## config.mk

```make
export PLATFORM = sky130hd
export DESIGN_NAME = mash_nc_combiner
export DESIGN_NICKNAME = d
export VERILOG_FILES = /design/src/rtl/mash_nc_combiner_pkg.sv /design/src/rtl/nc_diff2.sv /design/src/rtl/mash_nc_combiner.sv
export SDC_FILE = /design/constraint.sdc
export NUM_CORES = 1
export LEC_CHECK = 0
export BUFFER_PORTS_ARGS = -buffer_cell sky130_fd_sc_hd__buf_2
export CORE_MARGIN = 1
export CORE_UTILIZATION = 61
export DETAILED_ROUTE_END_ITERATION = 8
export HOLD_SLACK_MARGIN = 0.05
export PLACE_DENSITY = 0.83
export SLEW_MARGIN = 20
export SYNTH_ARGS = -nofsm -noshare
export SYNTH_HDL_FRONTEND = slang
export SYNTH_SLANG_ARGS = --single-unit
```

## constraint.sdc

```tcl
create_clock -name i_clk -period 6.8 [get_ports i_clk]
set_input_delay 1.02 -clock i_clk [delete_from_list [all_inputs] [get_ports i_clk]]
set_output_delay 1.02 -clock i_clk [all_outputs]
set_load 0.01 [all_outputs]
```

## src/rtl/mash_nc_combiner_pkg.sv

```systemverilog
// Shared definitions for the MASH 1-1-1 noise-cancellation combiner.
package mash_pkg;

  localparam int Y_WIDTH           = 4;
  localparam int Y_MIN             = -3;
  localparam int Y_MAX             = 4;
  localparam int DIV_WIDTH_DEFAULT = 8;

  // Signed multi-bit correction y; -3..+4 fits in 4 bits two's complement.
  typedef logic signed [Y_WIDTH-1:0] y_t;

endpackage

```

## src/rtl/nc_diff2.sv

```systemverilog
// Enable-gated quantizer capture, history registers and the y adder.
// Stage 1 captures the quantizer bits on i_en; stage 2 forms
// y = q1 + (1-z^-1)q2 + (1-z^-1)^2 q3 and advances the histories
// from the captured sample, so idle cycles never touch the arithmetic.
module nc_diff2
  import mash_pkg::*;
(
  input  logic clk,
  input  logic rst,
  input  logic en,
  input  logic q1,
  input  logic q2,
  input  logic q3,
  output y_t   y,
  output logic valid
);

  logic q1_r;
  logic q2_r;
  logic q3_r;
  logic v1;
  logic q2d1;
  logic q3d1;
  logic q3d2;
  y_t   y_sum;

  // Stage 1: capture the quantizer bits of an enabled sample.
  always_ff @(posedge clk) begin
    if (rst) begin
      q1_r <= 1'b0;
      q2_r <= 1'b0;
      q3_r <= 1'b0;
      v1   <= 1'b0;
    end else begin
      v1 <= en;
      if (en) begin
        q1_r <= q1;
        q2_r <= q2;
        q3_r <= q3;
      end
    end
  end

  // Correction from the captured sample and the pre-shift histories.
  always_comb begin
    y_sum = y_t'({{(Y_WIDTH-1){1'b0}}, q1_r})
          + y_t'({{(Y_WIDTH-1){1'b0}}, q2_r})
          - y_t'({{(Y_WIDTH-1){1'b0}}, q2d1})
          + y_t'({{(Y_WIDTH-1){1'b0}}, q3_r})
          - y_t'({{(Y_WIDTH-2){1'b0}}, q3d1, 1'b0})
          + y_t'({{(Y_WIDTH-1){1'b0}}, q3d2});
  end

  // Stage 2: register y and shift the histories once per valid sample.
  always_ff @(posedge clk) begin
    if (rst) begin
      y     <= '0;
      valid <= 1'b0;
      q2d1  <= 1'b0;
      q3d1  <= 1'b0;
      q3d2  <= 1'b0;
    end else begin
      valid <= v1;
      if (v1) begin
        y    <= y_sum;
        q2d1 <= q2_r;
        q3d1 <= q3_r;
        q3d2 <= q3d1;
      end
    end
  end

endmodule

```

## src/rtl/mash_nc_combiner.sv

```systemverilog
// MASH 1-1-1 combiner top: aligns the integer divide word with the
// correction pipeline, adds y, saturates and registers the divide ratio.
module mash_nc_combiner
  import mash_pkg::*;
#(
  parameter int P_DIV_WIDTH = DIV_WIDTH_DEFAULT
) (
  input  logic                   i_clk,
  input  logic                   i_rst,
  input  logic                   i_en,
  input  logic                   i_quantize1,
  input  logic                   i_quantize2,
  input  logic                   i_quantize3,
  input  logic [P_DIV_WIDTH-1:0] i_int_div,
  output logic [P_DIV_WIDTH-1:0] o_div_ratio,
  output logic                   o_valid,
  output logic                   o_sat
);

  y_t                     y;
  logic                   y_valid;
  logic [P_DIV_WIDTH-1:0] n_s1;
  logic [P_DIV_WIDTH-1:0] n_s2;
  logic [P_DIV_WIDTH+1:0] sum;
  logic [P_DIV_WIDTH-1:0] ratio_next;
  logic                   sat_next;

  nc_diff2 u_nc_diff2 (
    .clk   (i_clk),
    .rst   (i_rst),
    .en    (i_en),
    .q1    (i_quantize1),
    .q2    (i_quantize2),
    .q3    (i_quantize3),
    .y     (y),
    .valid (y_valid)
  );

  // N alignment: n_s1 only moves on enabled samples, so copying it every
  // cycle into n_s2 keeps N paired with the y of the same sample.
  always_ff @(posedge i_clk) begin
    if (i_rst) begin
      n_s1 <= '0;
      n_s2 <= '0;
    end else begin
      if (i_en) begin
        n_s1 <= i_int_div;
      end
      n_s2 <= n_s1;
    end
  end

  // Two guard bits: the top bit flags a negative sum, the next one overflow.
  always_comb begin
    sum        = {2'b00, n_s2} + {{(P_DIV_WIDTH+2-Y_WIDTH){y[Y_WIDTH-1]}}, y};
    ratio_next = sum[P_DIV_WIDTH-1:0];
    sat_next   = 1'b0;
    if (sum[P_DIV_WIDTH+1]) begin
      ratio_next = '0;
      sat_next   = 1'b1;
    end else if (sum[P_DIV_WIDTH]) begin
      ratio_next = '1;
      sat_next   = 1'b1;
    end
  end

  // Output stage: update ratio and saturation flag only on valid samples.
  always_ff @(posedge i_clk) begin
    if (i_rst) begin
      o_div_ratio <= '0;
      o_valid     <= 1'b0;
      o_sat       <= 1'b0;
    end else begin
      o_valid <= y_valid;
      if (y_valid) begin
        o_div_ratio <= ratio_next;
        o_sat       <= sat_next;
      end
    end
  end

endmodule

```

==> run summary, run 1 <==
- complete, but fails checks — outcome
- design-rule violations — violated checks
- 1392 — Vias
- 13 — Max FO, Critical Path
- 0.00285 sq mm — area of the core
- 0.233 — share of post-route cells with drive strength above 1
- 2450 um — HPWL after DPL
- 57.8 um — die extent in x
- 3450 um — total length of routed wires
- 0.00334 sq mm — Die Outline Area
- 40 — largest net degree at the start of global routing
- 1 — DR DRC count
- 0 — total count of max-transition violations in the final report
- 2.54 ns — Final min period
- 57.8 um — Die Span Y
- 393 MHz — Max Clock Freq
- 2 — depth of the CTS H-tree
- 0 — Post-CTS Setup Bufs
- flop to flop — type of the worst setup path
- 761 sq um — sequential cell area
- 6 — number of search-and-repair iterations in the first detailed-routing pass
- 0 — overflow left after global routing
- sky130_fd_sc_hd__dfxtp_1 40%, sky130_fd_sc_hd__mux2i_1 9.5%, sky130_fd_sc_hd__ha_1 8.6%, sky130_fd_sc_hd__nor2_1 5.3%, sky130_fd_sc_hd__nor2b_1 3.9% — synth top area cells
- 0 — Gates resized, CTS repair
- 226 mW/mm^2 — power density over the cells
- 0.000935 uW — Leakage
- 14.0 um — DR WL/cell
- 38 — Synth cell types
- 0.219 — proportion of total power due to net switching
- 0.235 — total routing usage reported by global routing
- sky130_fd_sc_hd__clkbuf_4 — CTS Root Cell
- 53 — detailed router's first-iteration violation count
- 208 — Fillers
- 1350 — vias in the first global route
- 0.400 — register area share after synthesis
- 0.374 — Final period util
- 0.666 — initial standard-cell utilization of the core
- 38 — CTS Sinks
- 5960 um — first-pass GRT wire length
- flop — startpoint kind of the worst setup timing path
- 0 — async set-or-reset flop fraction in the synthesized netlist
- 0 — initial antenna violation count
- flop — endpoint class of the critical path
- 0 ns — accumulated negative setup slack
- 0 — number of buffers inserted for hold repair after clock tree synthesis
- 0.870 ns — actual slew at the worst max-slew pin
- 481 uW — Pwr Total
- built — CTS tree
- 2 — worst-case clock buffer depth
- 0.0142 ns — final clock skew
- 0.400 — fraction of synthesized cell area taken by the top area cell type
- 0.12 ns — clock input transition at the sequential cells of the worst setup and hold paths
- 5 — number of buffers created by CTS
- 0.494 — part of the total power dissipated in sequential elements
- 2.76 ns — worst endpoint data arrival time
- sky130_fd_sc_hd__dfxtp_1 — dominant register cell in the synthesized netlist
- sky130_fd_sc_hd__dfxtp_1 — largest area contributor in the synthesized netlist
- 19 — number of placement rows
- 0.34 ns — Clk Latency, worst-skew pair
- sky130_fd_sc_hd__dfxtp_1 — most instantiated library cell after synthesis
- 5.66 — via-per-instance ratio
- 23 — count of buffers inserted at the top-level ports
- 222 — post-synthesis net count
- 9.90 sq um — per-instance average area after synthesis
- 0 — yosys synthesis warning count
- 0 — antenna cell count
- 0.00190 sq mm — Syn Std Cell Area
- 24 — number of top-level design ports
- 175 uV — VDD IR-drop max
- 0.784 — final estimated routing congestion in global placement
- 12.0% — Area growth, synth to finish
- no — setup repair after global routing missed its margin
- 0 — Maximum Capacitance Violations
- 0.00105 sq mm — combined area of the multi-input logic cells
- 244 — total number of nets in the final design
- 0 — final hold violation count
- 38 — count of state elements after synthesis
- flop to flop — class of the most critical hold timing path
- 105 uW — net switching power figure
- 38 x sky130_fd_sc_hd__dfxtp_1, 27 x sky130_fd_sc_hd__nor2_1, 18 x sky130_fd_sc_hd__mux2i_1 — Post-synth top cells
- 192 — cell count after synthesis
- 0 — endpoints failing setup
- 0 — residual antenna-violating net count after detailed routing
- 376 uW — Pint
- 7.01 ns — data required time of the critical path
- 0.091 — combinational share of power
- 0 — EDFF count, synth
- 0.413 — Rel. slew slack
- 0.414 — clock network power share
==> placed cells by master, fill, tap and decap left out, drive strengths merged, types with 2 or more instances in the layout <==
master,netlist,final
dfxtp,38,38
nor2,28,28
buf,3,23
mux2i,18,18
ha,13,13
inv,13,13
nor2b,12,12
a21oi,11,11
nand2,7,7
clkbuf,5,6
a211oi,6,6
o21ai,5,5
nor3,4,4
a21o,3,3
xnor2,3,3
a221oi,3,3
fa,3,3
xor2,2,2
nand2b,2,2
a31o,2,2
bufinv,0,2
o21a,2,2
o32ai,2,2
==> worst paths after layout <==
| check | endpoint | cells after the start | start | slack [ns] |
|---|---|---|---|---|
| min | n_s2[3] | 1 | n_s1[3] | 0.47 |
| max reg2reg | o_sat | 7 | u_nc_diff2.y[3] | 4.26 |
| max | o_sat | 7 | u_nc_diff2.y[3] | 4.26 |
| min reg2reg | n_s2[3] | 1 | n_s1[3] | 0.47 |
==> cell families (layout without fill, tap and decap cells) <==
kind of cell	after synthesis	after routing	synth area share
and+or+nand+nor	56	56	0.145
DFF	38	38	0.400
AOI/OAI and AO/OA	37	37	0.168
buffers and inverters	21	44	0.0454
muxes	19	19	0.101
adders and majority gates	16	16	0.117
xor gates and xnor gates	5	5	0.0230
==> critical path: stages, from the launching register on <==
cell and delay [ns]:
sky130_fd_sc_hd__dfxtp_1 0.60, sky130_fd_sc_hd__ha_1 0.37, sky130_fd_sc_hd__o21a_1 0.22, sky130_fd_sc_hd__o21a_2 0.21, sky130_fd_sc_hd__mux2i_1 0.12, sky130_fd_sc_hd__or4b_4 0.61
sky130_fd_sc_hd__nor3_1 0.21, sky130_fd_sc_hd__nor3_1 0.07
==> sequential cells by signal, indices dropped and copies added, names as in the netlist <==
name / cells
o_sat: 1
u_nc_diff2.q2_r: 1
o_div_ratio: 8
u_nc_diff2.q3d2: 1
u_nc_diff2.q2d1: 1
u_nc_diff2.q3d1: 1
u_nc_diff2.valid: 1
n_s2: 8
o_valid: 1
u_nc_diff2.v1: 1
u_nc_diff2.q1_r: 1
u_nc_diff2.y: 4
n_s1: 8
u_nc_diff2.q3_r: 1
==> power by group through the flow <==
stage | sequential [uW] | clock (uW) | combinational, uW
2_1_floorplan | 241 | 0 | 33.5
3_3_place_gp | 242 | 0 | 41.7
3_5_place_dp | 243 | 0 | 43.3
4_1_cts | 238 | 201 | 44.0
5_1_grt | 239 | 210 | 49.3
6_report | 238 | 199 | 43.9
==> cell type report <==
type,instances,share of cell area
multi-input combinational,133,0.495
sequential,38,0.357
timing repair buffer,23,0.0541
clock inverter,2,0.0282
clock buffer,6,0.0241
inverter,13,0.0229
tap,31,0.0182
==> metrics by stage <==
stage               instance area (sq um)  hold WS (ns)  instances  worst slack (ns)  utilization
finish                               2130         0.470        246              4.26        0.746
CTS                                  2130         0.472        246              4.28        0.746
global placement                     2020         0.451        238              4.39        0.707
floorplan                            1900         0.437        192              4.47            -
detailed placement                   2020         0.455        238              4.30        0.707
global route                         2130         0.485        246              4.11        0.746
==> layer usage <==
layer	wire, um	share of wire	vias up	GRT usage
li1	-	-	706	-
met2	1660	0.48	34	0.381
met5	0	0	-	0
met1	1620	0.47	644	0.291
met4	69	0.020	0	0.122
met3	109	0.032	8	0.0558
No activity file was read; power rests on OpenSTA's default activity.
==> run 2: changes to the inputs <==
- CORE_UTILIZATION: 61 -> 57
- PLACE_DENSITY: 0.83 -> 0.79
- clock period: 6.8 -> 2.5 ns (I/O delays scaled with it)
==> run 2 against run 1 <==
  * The flow now finishes without violations
  * Non-clock buffer count increased by 3
  * Cell count increased by 6.5%
  * Count of clock-buffer cells in the layout unchanged
  * Register-to-register slack got worse by 4.1 ns
  * Sequential share of layout area decreased by 0.067 points
  * First-iteration DRC count decreased by 9.4%
  * Largest cell class unchanged
  * Largest power group unchanged
==> run summary, run 2 (synthesis gave the netlist of run 1 again) <==
- completed — outcome, was complete, but fails checks
- 262 — non-filler instance count after layout, was 246
- 0.936 — Final period util, was 0.374
- flop to flop — type of the worst setup path, unchanged
- 0.686 — Rel. slew slack, was 0.413
- 0.265 ns — minimum hold slack, was 0.470 ns
- flop — startpoint kind of the worst setup timing path, unchanged
- 0.0117 ns — final clock skew, was 0.0142 ns
- 4 — number of search-and-repair iterations in the first detailed-routing pass, was 6
- sky130_fd_sc_hd__dfxtp_1 — leading cell type in the layout, fill and taps excluded, unchanged
- 1365 — vias in the first global route, was 1350
- 24 — number of top-level design ports, unchanged
- 5.39 — via-per-instance ratio, was 5.66
- 48 — detailed router's first-iteration violation count, was 53
- 0 — overflow left after global routing, unchanged
- 0.16 ns — setup slack of the most critical reg-to-reg path, was 4.26 ns
- 13.4 um — DR WL/cell, was 14.0 um
- 38 — CTS Sinks, unchanged
- 2.58 ns — worst endpoint data arrival time, was 2.76 ns
- 0 — number of buffers inserted for hold repair after clock tree synthesis, unchanged
- 0 — endpoints failing setup, unchanged
- 0.613 — initial standard-cell utilization of the core, was 0.666
- 555 mW/mm^2 — power density over the cells, was 226 mW/mm^2
- 0 — antenna cell count, unchanged
- o_div_ratio[7] — destination of the worst register-to-register timing path, was o_sat
- primary input to flop — class of the most critical hold timing path, was flop to flop
- 6120 um — first-pass GRT wire length, was 5960 um
- 247 — total number of nets in the final design, was 244
- i_quantize1 — worst hold path startpoint, was n_s1[3]
- 59.7 um — Die Span Y, was 57.8 um
- 428 MHz — Max Clock Freq, was 393 MHz
- 459 uV — VDD IR-drop max, was 175 uV
- built — CTS tree, unchanged
- 0.243 — share of post-route cells with drive strength above 1, was 0.233
- 2 — depth of the CTS H-tree, unchanged
- 0.00310 sq mm — area of the core, was 0.00285 sq mm
- 20 — number of placement rows, was 19
- 0.000931 uW — Leakage, was 0.000935 uW
- 12.4% — Area growth, synth to finish, was 12.0%
- 3 — worst hold stages, was 1
- no — setup repair after global routing missed its margin, unchanged
- 0 — DR DRC count, was 1
- sky130_fd_sc_hd__fa_1 — slowest cell on the critical path, was sky130_fd_sc_hd__or4b_4
- 3500 um — total length of routed wires, was 3450 um
- 254 — placed cells, was 238
- 0 — total count of max-transition violations in the final report, unchanged
- 8 — Max FO, Critical Path, was 13
- n_s2[0] — reg-to-reg startpoint, was u_nc_diff2.y[3]
- 0 ns — accumulated negative setup slack, unchanged
- 0.00206 sq mm — cell area reported after detailed placement, was 0.00202 sq mm
- 0.00214 sq mm — Final Cell Area, was 0.00213 sq mm
- 0 — residual antenna-violating net count after detailed routing, unchanged
- 0 — final hold violation count, unchanged
- 2.34 ns — Final min period, was 2.54 ns
- 5 — number of buffers created by CTS, unchanged
- 1412 — Vias, was 1392
- 2580 um — HPWL after DPL, was 2450 um
- n_s1 x8, n_s2 x8, o_div_ratio x8 — registers with the most flip-flops, unchanged
- 8 — critical path depth in cells, was 7
- 0.854 — final estimated routing congestion in global placement, was 0.784
- flop — endpoint class of the critical path, unchanged
- 0 — Maximum Capacitance Violations, unchanged
- ha_1 -> fa_1 -> a21oi_1 -> o21ai_1 -> mux2_2 -> nor2_4 -> a211oi_2 -> a31o_1 — critical-path cell list, was ha_1 -> o21a_1 -> o21a_2 -> mux2i_1 -> or4b_4 -> nor3_1 -> nor3_1
- 0 — combined buffer and inverter count along the critical path, unchanged
- 0.34 ns — Clk Latency, worst-skew pair, about the same
- 0.230 — total routing usage reported by global routing, was 0.235
- 0.00357 sq mm — Die Outline Area, was 0.00334 sq mm
- 0.42 ns — largest stage delay on the critical path, was 0.61 ns
- u_nc_diff2.q1_r — Worst Hold End, was n_s2[3]
- 2 — worst-case clock buffer depth, unchanged
- 59.7 um — die extent in x, was 57.8 um
- compound AO/OA/AOI/OAI gates — CP delay by family, top, was simple AND/OR/NAND/NOR gates
- 23 — count of buffers inserted at the top-level ports, unchanged
- 0.11 ns — clock input transition at the sequential cells of the worst setup and hold paths, was 0.12 ns
- 8 — worst reg-to-reg path cell count, was 7
- 37 x sky130_fd_sc_hd__dfxtp_1, 27 x sky130_fd_sc_hd__nor2_1, 23 x sky130_fd_sc_hd__buf_2 — leading cell types in the layout, fill and taps excluded, was 38 x sky130_fd_sc_hd__dfxtp_1, 27 x sky130_fd_sc_hd__nor2_1, 23 x sky130_fd_sc_hd__buf_2
- 21 — largest net degree at the start of global routing, was 40
- 0.470 ns — actual slew at the worst max-slew pin, was 0.870 ns
- 0 — initial antenna violation count, unchanged
- sky130_fd_sc_hd__clkbuf_4 — CTS Root Cell, unchanged
- 2.74 ns — data required time of the critical path, was 7.01 ns
==> run 2: report_power, final <==
| part | internal, uW | switching (uW) | leakage, uW |
|---|---|---|---|
| combinational | 55.6 | 67.6 | 0.000582 |
| clock | 211 | 205 | 0.0000385 |
| sequential | 630 | 16.8 | 0.000311 |
| total | 896 | 289 | 0.000931 |
==> run 2: per-layer routing <==
| layer | share of wire | vias up | global-route usage |
|---|---|---|---|
| li1 | - | 710 | - |
| met1 | 0.45 | 645 | 0.287 |
| met2 | 0.49 | 44 | 0.362 |
| met3 | 0.043 | 13 | 0.0714 |
| met4 | 0.022 | 0 | 0.103 |
| met5 | 0 | - | 0 |
==> run 2: area by class of cell <==
class	instances	area, sq um
multi-input cells	133	1050
fillers	263	967
clock buffers	6	41.3
repair buffers	26	138
flip-flops and latches	38	762
clock inverters	2	37.5
well taps	44	55.1
inverters	13	48.8
==> run 2: how the worst max path moves through the flow <==
stage,slack [ns],start,to
6_report,0.16,n_s2[0],o_div_ratio[7]
5_1_grt,0.06,n_s2[0],o_div_ratio[7]
4_1_cts,0.13,u_nc_diff2.y[3],o_div_ratio[4]
3_5_place_dp,0.16,u_nc_diff2.y[3],o_sat
3_3_place_gp,0.22,u_nc_diff2.y[3],o_sat
2_1_floorplan,0.17,u_nc_diff2.y[3],o_sat
==> run 2: through the flow <==
step / total power (uW) / setup slack (ns) / util
detailed placement: 782 / 0.160 / 0.663
global placement: 774 / 0.216 / 0.663
floorplan: 747 / 0.165 / -
CTS: 1200 / 0.129 / 0.688
finish: 1190 / 0.161 / 0.688
global route: 1240 / 0.0552 / 0.688
==> run 2: tightest hold or removal path, cell delays in order <==
cell                      delay, ns
sky130_fd_sc_hd__buf_2         0.07
sky130_fd_sc_hd__mux2i_1       0.05
sky130_fd_sc_hd__nor2_1        0.07
==> run 2: what timing repair did <==
item / CTS / global route
setup endpoints to repair: 0 / 1
endpoints found under the hold margin: 0 / 0
setup buffers: 0 / 0
gates resized for setup: 0 / 1
